File: src/rtl/mem_access_stage.sv
// -----------------------------------------------------------------------------
// mem_access_stage
//
// Memory stage of the pipeline. It consumes the M-stage control, address and
// store data, runs the load or store over a byte-wide req/ack memory port,
// and loads the W-stage pipeline register.
//
// A 19-bit word access is split into three byte transfers at addresses
// ALUResultM, +1 and +2 (wrapping modulo 2^19). A single-byte access uses one
// transfer. StallM holds the upstream pipeline while an access is pending or
// in flight. Upstream keeps every M input stable while StallM is high, so the
// M inputs are read directly throughout the access.
//
// Handshake: a byte transfer completes on a rising edge where mem_req and
// mem_ack are both high. mem_req stays high from the first byte to the last,
// so back-to-back acks move one byte per cycle. mem_we, mem_addr and mem_wdata
// are stable while mem_req is high and the transfer is waiting for its ack.
// An ack that arrives while mem_req is low is ignored.
//
// Ports
//   clk, reset            clock; synchronous active-high reset
//   RegWriteM, MemWriteM,
//   ResultSrcM, RDM,
//   WriteDataM, ALUResultM,
//   Cant_ByteM            M-stage inputs (Cant_ByteM=1 selects a byte access)
//   StallM                holds upstream; combinational
//   mem_req, mem_we,
//   mem_addr, mem_wdata   byte memory request side
//   mem_rdata, mem_ack    byte memory response side
//   RegWriteW, ResultSrcW,
//   RDW, ALUResultW,
//   ReadDataW             W-stage pipeline register
//   mem_err               sticky ack-timeout flag; cleared only by reset
//   state_dbg_o           current FSM state (0 IDLE, 1 ACCESS, 2 DONE)
// -----------------------------------------------------------------------------
module mem_access_stage #(
  parameter int DATA_W         = 19,  // fixed at 19; byte lanes assume it
  parameter int TIMEOUT_CYCLES = 64   // 0 disables the ack timeout
) (
  input  logic              clk,
  input  logic              reset,
  input  logic              RegWriteM,
  input  logic              MemWriteM,
  input  logic              ResultSrcM,
  input  logic [4:0]        RDM,
  input  logic [DATA_W-1:0] WriteDataM,
  input  logic [DATA_W-1:0] ALUResultM,
  input  logic              Cant_ByteM,
  output logic              StallM,
  output logic              mem_req,
  output logic              mem_we,
  output logic [DATA_W-1:0] mem_addr,
  output logic [7:0]        mem_wdata,
  input  logic [7:0]        mem_rdata,
  input  logic              mem_ack,
  output logic              RegWriteW,
  output logic              ResultSrcW,
  output logic [4:0]        RDW,
  output logic [DATA_W-1:0] ALUResultW,
  output logic [DATA_W-1:0] ReadDataW,
  output logic              mem_err,
  output logic [1:0]        state_dbg_o
);

  typedef enum logic [1:0] {
    S_IDLE   = 2'd0,
    S_ACCESS = 2'd1,
    S_DONE   = 2'd2
  } state_e;

  // The wait counter only needs to reach TIMEOUT_CYCLES-1: the cycle that
  // would take it to TIMEOUT_CYCLES is the cycle that fires the timeout.
  localparam int CNT_W = (TIMEOUT_CYCLES > 1) ? $clog2(TIMEOUT_CYCLES) : 1;
  localparam bit TO_EN = (TIMEOUT_CYCLES != 0);
  localparam logic [CNT_W-1:0] TO_LAST =
    CNT_W'((TIMEOUT_CYCLES > 0) ? (TIMEOUT_CYCLES - 1) : 0);

  // ---------------------------------------------------------------------------
  // State
  // ---------------------------------------------------------------------------
  state_e             state_q, state_d;
  logic [1:0]         idx_q, idx_d;
  logic [CNT_W-1:0]   cnt_q, cnt_d;
  logic [2:0][7:0]    buf_q, buf_d;
  logic               err_q, err_d;

  logic               reg_write_w_q, reg_write_w_d;
  logic               result_src_w_q, result_src_w_d;
  logic [4:0]         rd_w_q, rd_w_d;
  logic [DATA_W-1:0]  alu_result_w_q, alu_result_w_d;
  logic [DATA_W-1:0]  read_data_w_q, read_data_w_d;

  // ---------------------------------------------------------------------------
  // Decode of the presented operation
  // ---------------------------------------------------------------------------
  logic mem_op;
  logic is_load;
  logic last_byte;
  logic timeout_hit;

  // A store wins when both MemWriteM and ResultSrcM are set.
  assign mem_op      = MemWriteM | ResultSrcM;
  assign is_load     = ResultSrcM & ~MemWriteM;
  assign last_byte   = Cant_ByteM ? (idx_q == 2'd0) : (idx_q == 2'd2);
  assign timeout_hit = TO_EN && !mem_ack && (cnt_q == TO_LAST);

  // ---------------------------------------------------------------------------
  // State register
  // ---------------------------------------------------------------------------
  always_ff @(posedge clk) begin
    if (reset) begin
      state_q        <= S_IDLE;
      idx_q          <= 2'd0;
      cnt_q          <= '0;
      buf_q          <= '0;
      err_q          <= 1'b0;
      reg_write_w_q  <= 1'b0;
      result_src_w_q <= 1'b0;
      rd_w_q         <= 5'd0;
      alu_result_w_q <= '0;
      read_data_w_q  <= '0;
    end else begin
      state_q        <= state_d;
      idx_q          <= idx_d;
      cnt_q          <= cnt_d;
      buf_q          <= buf_d;
      err_q          <= err_d;
      reg_write_w_q  <= reg_write_w_d;
      result_src_w_q <= result_src_w_d;
      rd_w_q         <= rd_w_d;
      alu_result_w_q <= alu_result_w_d;
      read_data_w_q  <= read_data_w_d;
    end
  end

  // ---------------------------------------------------------------------------
  // Next-state logic
  // ---------------------------------------------------------------------------
  always_comb begin
    state_d        = state_q;
    idx_d          = idx_q;
    cnt_d          = cnt_q;
    buf_d          = buf_q;
    err_d          = err_q;
    // The W register takes a bubble unless a result retires this cycle.
    reg_write_w_d  = 1'b0;
    result_src_w_d = 1'b0;
    rd_w_d         = 5'd0;
    alu_result_w_d = '0;
    read_data_w_d  = '0;

    unique case (state_q)
      S_IDLE: begin
        if (mem_op) begin
          state_d = S_ACCESS;
          idx_d   = 2'd0;
          cnt_d   = '0;
        end else begin
          reg_write_w_d  = RegWriteM;
          result_src_w_d = ResultSrcM;
          rd_w_d         = RDM;
          alu_result_w_d = ALUResultM;
        end
      end

      S_ACCESS: begin
        if (mem_ack) begin
          if (is_load) begin
            buf_d[idx_q] = mem_rdata;
          end
          cnt_d = '0;
          if (last_byte) begin
            state_d = S_DONE;
          end else begin
            idx_d = idx_q + 2'd1;
          end
        end else if (timeout_hit) begin
          // Bytes not yet received read back as zero.
          err_d = 1'b1;
          for (int i = 0; i < 3; i++) begin
            if (i >= int'(idx_q)) begin
              buf_d[i] = 8'h00;
            end
          end
          state_d = S_DONE;
        end else begin
          cnt_d = cnt_q + CNT_W'(1);
        end
      end

      S_DONE: begin
        reg_write_w_d  = RegWriteM;
        result_src_w_d = ResultSrcM;
        rd_w_d         = RDM;
        alu_result_w_d = ALUResultM;
        if (is_load) begin
          if (Cant_ByteM) begin
            read_data_w_d = {11'b0, buf_q[0]};
          end else begin
            read_data_w_d = {buf_q[2][2:0], buf_q[1], buf_q[0]};
          end
        end
        state_d = S_IDLE;
      end

      default: begin
        state_d = S_IDLE;
      end
    endcase
  end

  // ---------------------------------------------------------------------------
  // Output logic
  // ---------------------------------------------------------------------------
  always_comb begin
    mem_req   = 1'b0;
    mem_we    = 1'b0;
    mem_addr  = '0;
    mem_wdata = 8'h00;
    // Reset drops the stall immediately so upstream is released in the same
    // cycle the in-flight access is abandoned.
    StallM    = 1'b0;

    if (!reset) begin
      StallM = ((state_q == S_IDLE) && mem_op) || (state_q == S_ACCESS);
    end

    if (state_q == S_ACCESS) begin
      mem_req  = 1'b1;
      mem_we   = MemWriteM;
      // Addition truncates to DATA_W bits, giving the modulo-2^19 wrap.
      mem_addr = ALUResultM + {{(DATA_W-2){1'b0}}, idx_q};
      unique case (idx_q)
        2'd0:    mem_wdata = WriteDataM[7:0];
        2'd1:    mem_wdata = WriteDataM[15:8];
        default: mem_wdata = {5'b0, WriteDataM[18:16]};
      endcase
    end
  end

  assign RegWriteW   = reg_write_w_q;
  assign ResultSrcW  = result_src_w_q;
  assign RDW         = rd_w_q;
  assign ALUResultW  = alu_result_w_q;
  assign ReadDataW   = read_data_w_q;
  assign mem_err     = err_q;
  assign state_dbg_o = state_q;

endmodule

File: config.mk
export PLATFORM = sky130hd
export DESIGN_NAME = mem_access_stage
export DESIGN_NICKNAME = d
export VERILOG_FILES = /design/src/rtl/mem_access_stage.sv
export SDC_FILE = /design/constraint.sdc
export NUM_CORES = 1
export LEC_CHECK = 0
export CELL_PAD_IN_SITES_DETAIL_PLACEMENT = 1
export CELL_PAD_IN_SITES_GLOBAL_PLACEMENT = 2
export CORE_MARGIN = 3
export CORE_UTILIZATION = 21
export DETAILED_ROUTE_END_ITERATION = 10
export PLACE_DENSITY_LB_ADDON = 0.1
export SETUP_SLACK_MARGIN = 0.3
export SYNTH_ARGS = -nofsm -noshare
export SYNTH_HDL_FRONTEND = slang
export SYNTH_SLANG_ARGS = --single-unit
File: constraint.sdc
create_clock -name clk -period 3.1 [get_ports clk]
set_input_delay 0.775 -clock clk [delete_from_list [all_inputs] [get_ports clk]]
set_output_delay 0.775 -clock clk [all_outputs]
set_load 0.005 [all_outputs]
# After elaboration in Yosys (flattened, before gate mapping)
# Index checks and enable logic that the tools add are counted.
[totals] reg_bits=80 in_bits=58 elab_cells=97
[op_classes] n_addsub=3 n_lt_le_gt_ge=5 eq_ne=12 muxes=37 bitwise=6 n_reduce_logical=21
[ops] op="24-bit two-way mux" n=3
[ops] op="8-bit two-way mux" n=5
[ops] op="19-bit two-way mux" n=2
[ops] op="19-bit one-hot mux with 2 select lines" n=1
[ops] op="24-bit bitwise mux" n=1
[ops] op="19-bit by 2-bit adder with 19-bit output" n=1
[ops] op="6-bit two-way mux" n=3
[ops] op="8-bit demux with 2-bit select" n=1
[ops] op="8-bit one-hot mux with 2 select lines" n=1
[ops] op="4-bit AND reduction" n=4
[ops] op="2-bit two-way mux" n=7
[ops] op="6-bit one-hot mux with 2 select lines" n=1
[ops] op="5-bit one-hot mux with 2 select lines" n=1
[ops] op="2-bit nonzero test" n=5
[ops] op="3-bit inequality test (second input constant)" n=3
[ops] op="3-bit AND reduction" n=3
[ops] op="2-bit one-hot mux with 2 select lines" n=2
[ops] op="6-bit by 1-bit adder with 6-bit output (second input constant)" n=1
[ops] op="6-bit == test (second input constant)" n=1
[ops] op="1-bit two-way mux" n=6
[ops] op="2-bit inequality test (second input constant)" n=3
[ops] op="5-bit two-way mux" n=1
[ops] op="2-bit by 1-bit == test with 1-bit output (second input constant)" n=2
[ops] op="2-bit == test (second input constant)" n=2
[ops] op="16 further kinds" n=24

# Logic depth before layout (Yosys ltp)
[depth] ltp_word=7 depth_mapped=7 ltp_nobuf=7

# Worst setup path after synthesis
# Ideal clock, no wire load.
[synth_path] path_kind="input port to output port" startpoint="in ALUResultM[0]" endpoint="out mem_addr[18]" arrival_ps=2396 t_required_ps=2325 slack_ps=-71 stages=7 n_path_buf=0 path_cell_list="ha_1 inv_1 fa_1 and4b_1 nand4_1 or3_1 a21oi_1"
[synth_between] elab_chain_len=2
[synth_lines] item="start, declared" line="47" rtl="input logic [DATA_W-1:0] ALUResultM,"
[synth_lines] item="19-bit by 2-bit adder with 19-bit output" line="232" rtl="mem_addr = ALUResultM + {{(DATA_W-2){1'b0}}, idx_q};"
[synth_lines] item="19-bit two-way mux" line="228" rtl="if (state_q == S_ACCESS) begin"
[synth_lines] item="end, declared" line="52" rtl="output logic [DATA_W-1:0] mem_addr,"
# No other way between the ends.

# Final worst setup path
[layout_path] startpoint="in ALUResultM[0]" endpoint="out mem_addr[16]"
# Same word-level chain as after synthesis.

==> out/summary.txt <==
critical path endpoint category: primary output
RSZ-0062 raised after global routing: yes
Hold EP: ReadDataW[16]
DR WL met2: 5350 um
count of cell types in the netlist: 44
Tmin final: 3.39 ns
ys async rst share: 0%
Hold Violations, Final: 0
Highest Signal Layer: met4
Yosys top cell by area: dfxtp_1
Setup WS post-layout: -0.285 ns
fin nets: 595
mean cell area of the mapped netlist: 9.16 sq um
n_diodes: 0
via count: 3206
core box area: 14200 sq um
Num CTS Buffers: 9
hold path start: buf_q[16]
initial DRC count: 111
HPWL after detailed placement: 8280 um
clock buffer depth: 2
Fillers: 1636
Net Count, Synth: 406
Worst VDD drop: 0.000279 V
flip-flop and latch count after synthesis: 75
reg2reg start: idx_q[1]
Crit Path Category: input port to primary output
highest clock rate: 295 MHz
Least-Margin Pin Slew: 0.817 ns
site row count: 43
grt ovf: 0
clock latency on the worst-skew pair: 0.34 ns
power consumption: 2.51 mW
largest net degree at the start of global routing: 26
startpoint types: input port
slew margin rel.: 45.3%
Tot GR Track Use: 13.9%
Final Skew: 0.00981 ns
Non-Filler Instances: 714
Syn Std Cell Area: 3120 sq um
flop2flop setup slack: 1.12 ns
Crit path arrival time: 2.61 ns
max-cap violations: 0
WHS Path Cells: 1
power per cell area: 454 nW/um^2
Post-synth EDFFs: 0
Post-DRT Antenna Nets: 0
Placer Congestion: 0.697
H-tree depth: 3
TritonRoute pass-1 iters: 4
CTS tree: built
Die Wd: 128 um
# placed instances: 682
CP max FO: 3
die height: 128 um
Final Max Slew Viols: 0
WP data required: 2.32 ns
area delta synth->final: 77.4%
DR WL/cell: 15.7 um
M1 WL: 4880 um
initial antenna violation count: 0
port bufs: 135
dominant cells by area after synthesis: dfxtp_1 (48%), and2_1 (9.2%), a22o_1 (4.5%), nor2_1 (3.7%), a21oi_1 (3.2%)
status: finished, violations left
Setup Viol. Count Final: 7
Ports: 136
RR Endpoint: buf_q[9]
Synth Instances: 340
layout cell share with drive strength beyond 1: 24.7%
Ys Warns: 0
min-delay worst type: register to register
first-pass GRT wire length: 17600 um
CTS root buf: clkbuf_16
clock net sink count: 75
die area: 16300 sq um
met3 WL post-DR: 762 um
drt via density: 4.49
Leak: 2.32 nW
clock-pin slew on the worst setup and hold paths: 0.06 ns
top_reg_cell synth: dfxtp_1
worst r2r path cells: 7
Yosys top cell area share: 48.2%
Starting Density: 21.9%
# DRC: 0
WL final: 11200 um
violated checks: setup timing
vias in the first global route: 3346
Final Cycle Share: 109%
register area share after synthesis: 48.2%
==> where the power goes <==
part | leakage, nW | switching [mW] | internal [mW]
clock network | 0.149 | 0.470 | 0.640
registers | 0.607 | 0.00978 | 0.983
logic | 1.57 | 0.187 | 0.218
==> cell type report <==
type | instances | area [sq um] | area share (%)
Tap cell | 180 | 225 | 4.08
Sequential cell | 75 | 1500 | 27.2
Clock buffer | 9 | 225 | 4.08
Timing Repair Buffer | 193 | 1760 | 31.8
Multi-Input combinational cell | 239 | 1690 | 30.6
Clock inverter | 7 | 83.8 | 1.52
Inverter | 11 | 41.3 | 0.747
==> registers in the layout, summed over array words and instances, names as in the netlist, 2 cells and up <==
register / cells
ALUResultW: 19
ReadDataW: 19
buf_q: 19
cnt_q: 6
RDW: 5
idx_q: 2
state_dbg_o: 2
==> stage by stage <==
step | setup TNS (ns) | hold WS [ns] | setup WS (ns) | utilization, % | area, sq um
finish | -0.999 | 0.462 | -0.285 | 38.9 | 5530
global placement | -12.85 | 0.448 | -1.15 | 35.0 | 4970
global route | -1.84 | 0.482 | -0.363 | 38.9 | 5530
CTS | -0.797 | 0.465 | -0.245 | 38.3 | 5430
floorplan | 0 | 0.430 | 0.0450 | - | 3140
detailed placement | -13.01 | 0.447 | -1.18 | 35.0 | 4970
==> worst max-delay path by stage <==
stage	start	end	slack, ns	cells after the start
floorplan	ALUResultM[0]	mem_addr[18]	0.05	7
global placement	ALUResultM[0]	mem_addr[18]	-1.15	9
detailed placement	ALUResultM[0]	mem_addr[18]	-1.18	9
CTS	ALUResultM[0]	mem_addr[16]	-0.24	10
global route	ALUResultM[0]	mem_addr[16]	-0.36	10
finish	ALUResultM[0]	mem_addr[16]	-0.29	10
==> critical path: stages <==
cell and delay, ns:
buf_8 0.07, ha_4 0.12, inv_2 0.03, fa_2 0.33, and4b_1 0.31, nand4_1 0.19
buf_4 0.19, or3_4 0.36, a21oi_2 0.11, buf_2 0.12
==> synth_stat cells (all sizes together), types with 3 or more instances <==
cell,instances
buf,6
dfxtp,75
or3,5
a22o,16
and2,46
a22oi,8
nor3,8
nand3,11
nor2,31
xnor2,4
o21ai,10
clkbuf,9
ha,7
nand4,4
and3,4
nand2,20
a21oi,20
a31oi,4
xor2,6
or4,3
nor4,3
nand4b,3
inv,11
and4,3
==> layout by cell type (no fill, tap or decap), drive strengths merged, types with 10 or more instances in the layout <==
cell / instances
dfxtp: 75
and2: 46
a22o: 16
inv: 15
a21oi: 20
o21ai: 10
nand2: 20
buf: 77
clkdlybuf4s50: 99
nand3: 11
nor2: 31
clkbuf: 12
==> repair_timing <==
action,CTS,global route
hold buffers,0,0
pin swaps,23,11
cloned,0,0
gates resized for setup,121,32
setup endpoints to repair,29,23
setup buffers,10,6
==> kinds of logic (layout without fill, tap and decap cells) <==
logic type	after synthesis	in the layout	synth area share [%]
and+or+nand+nor	153	153	27.5
DFF	75	75	48.2
AOI/OAI and AO/OA	67	67	14.5
buffers and inverters	26	220	3.25
xor gates and xnor gates	10	10	2.81
adders and majority gates	8	8	3.45
muxes	1	1	0.361
==> per-layer routing <==
layer  global-route usage (%)  vias to the layer above
met5                        0                        -
met4                     5.31                        0
met3                     4.29                       13
met2                     22.7                      101
met1                     17.2                     1513
li1                         -                     1579
(Power assumes the default switching activity.)
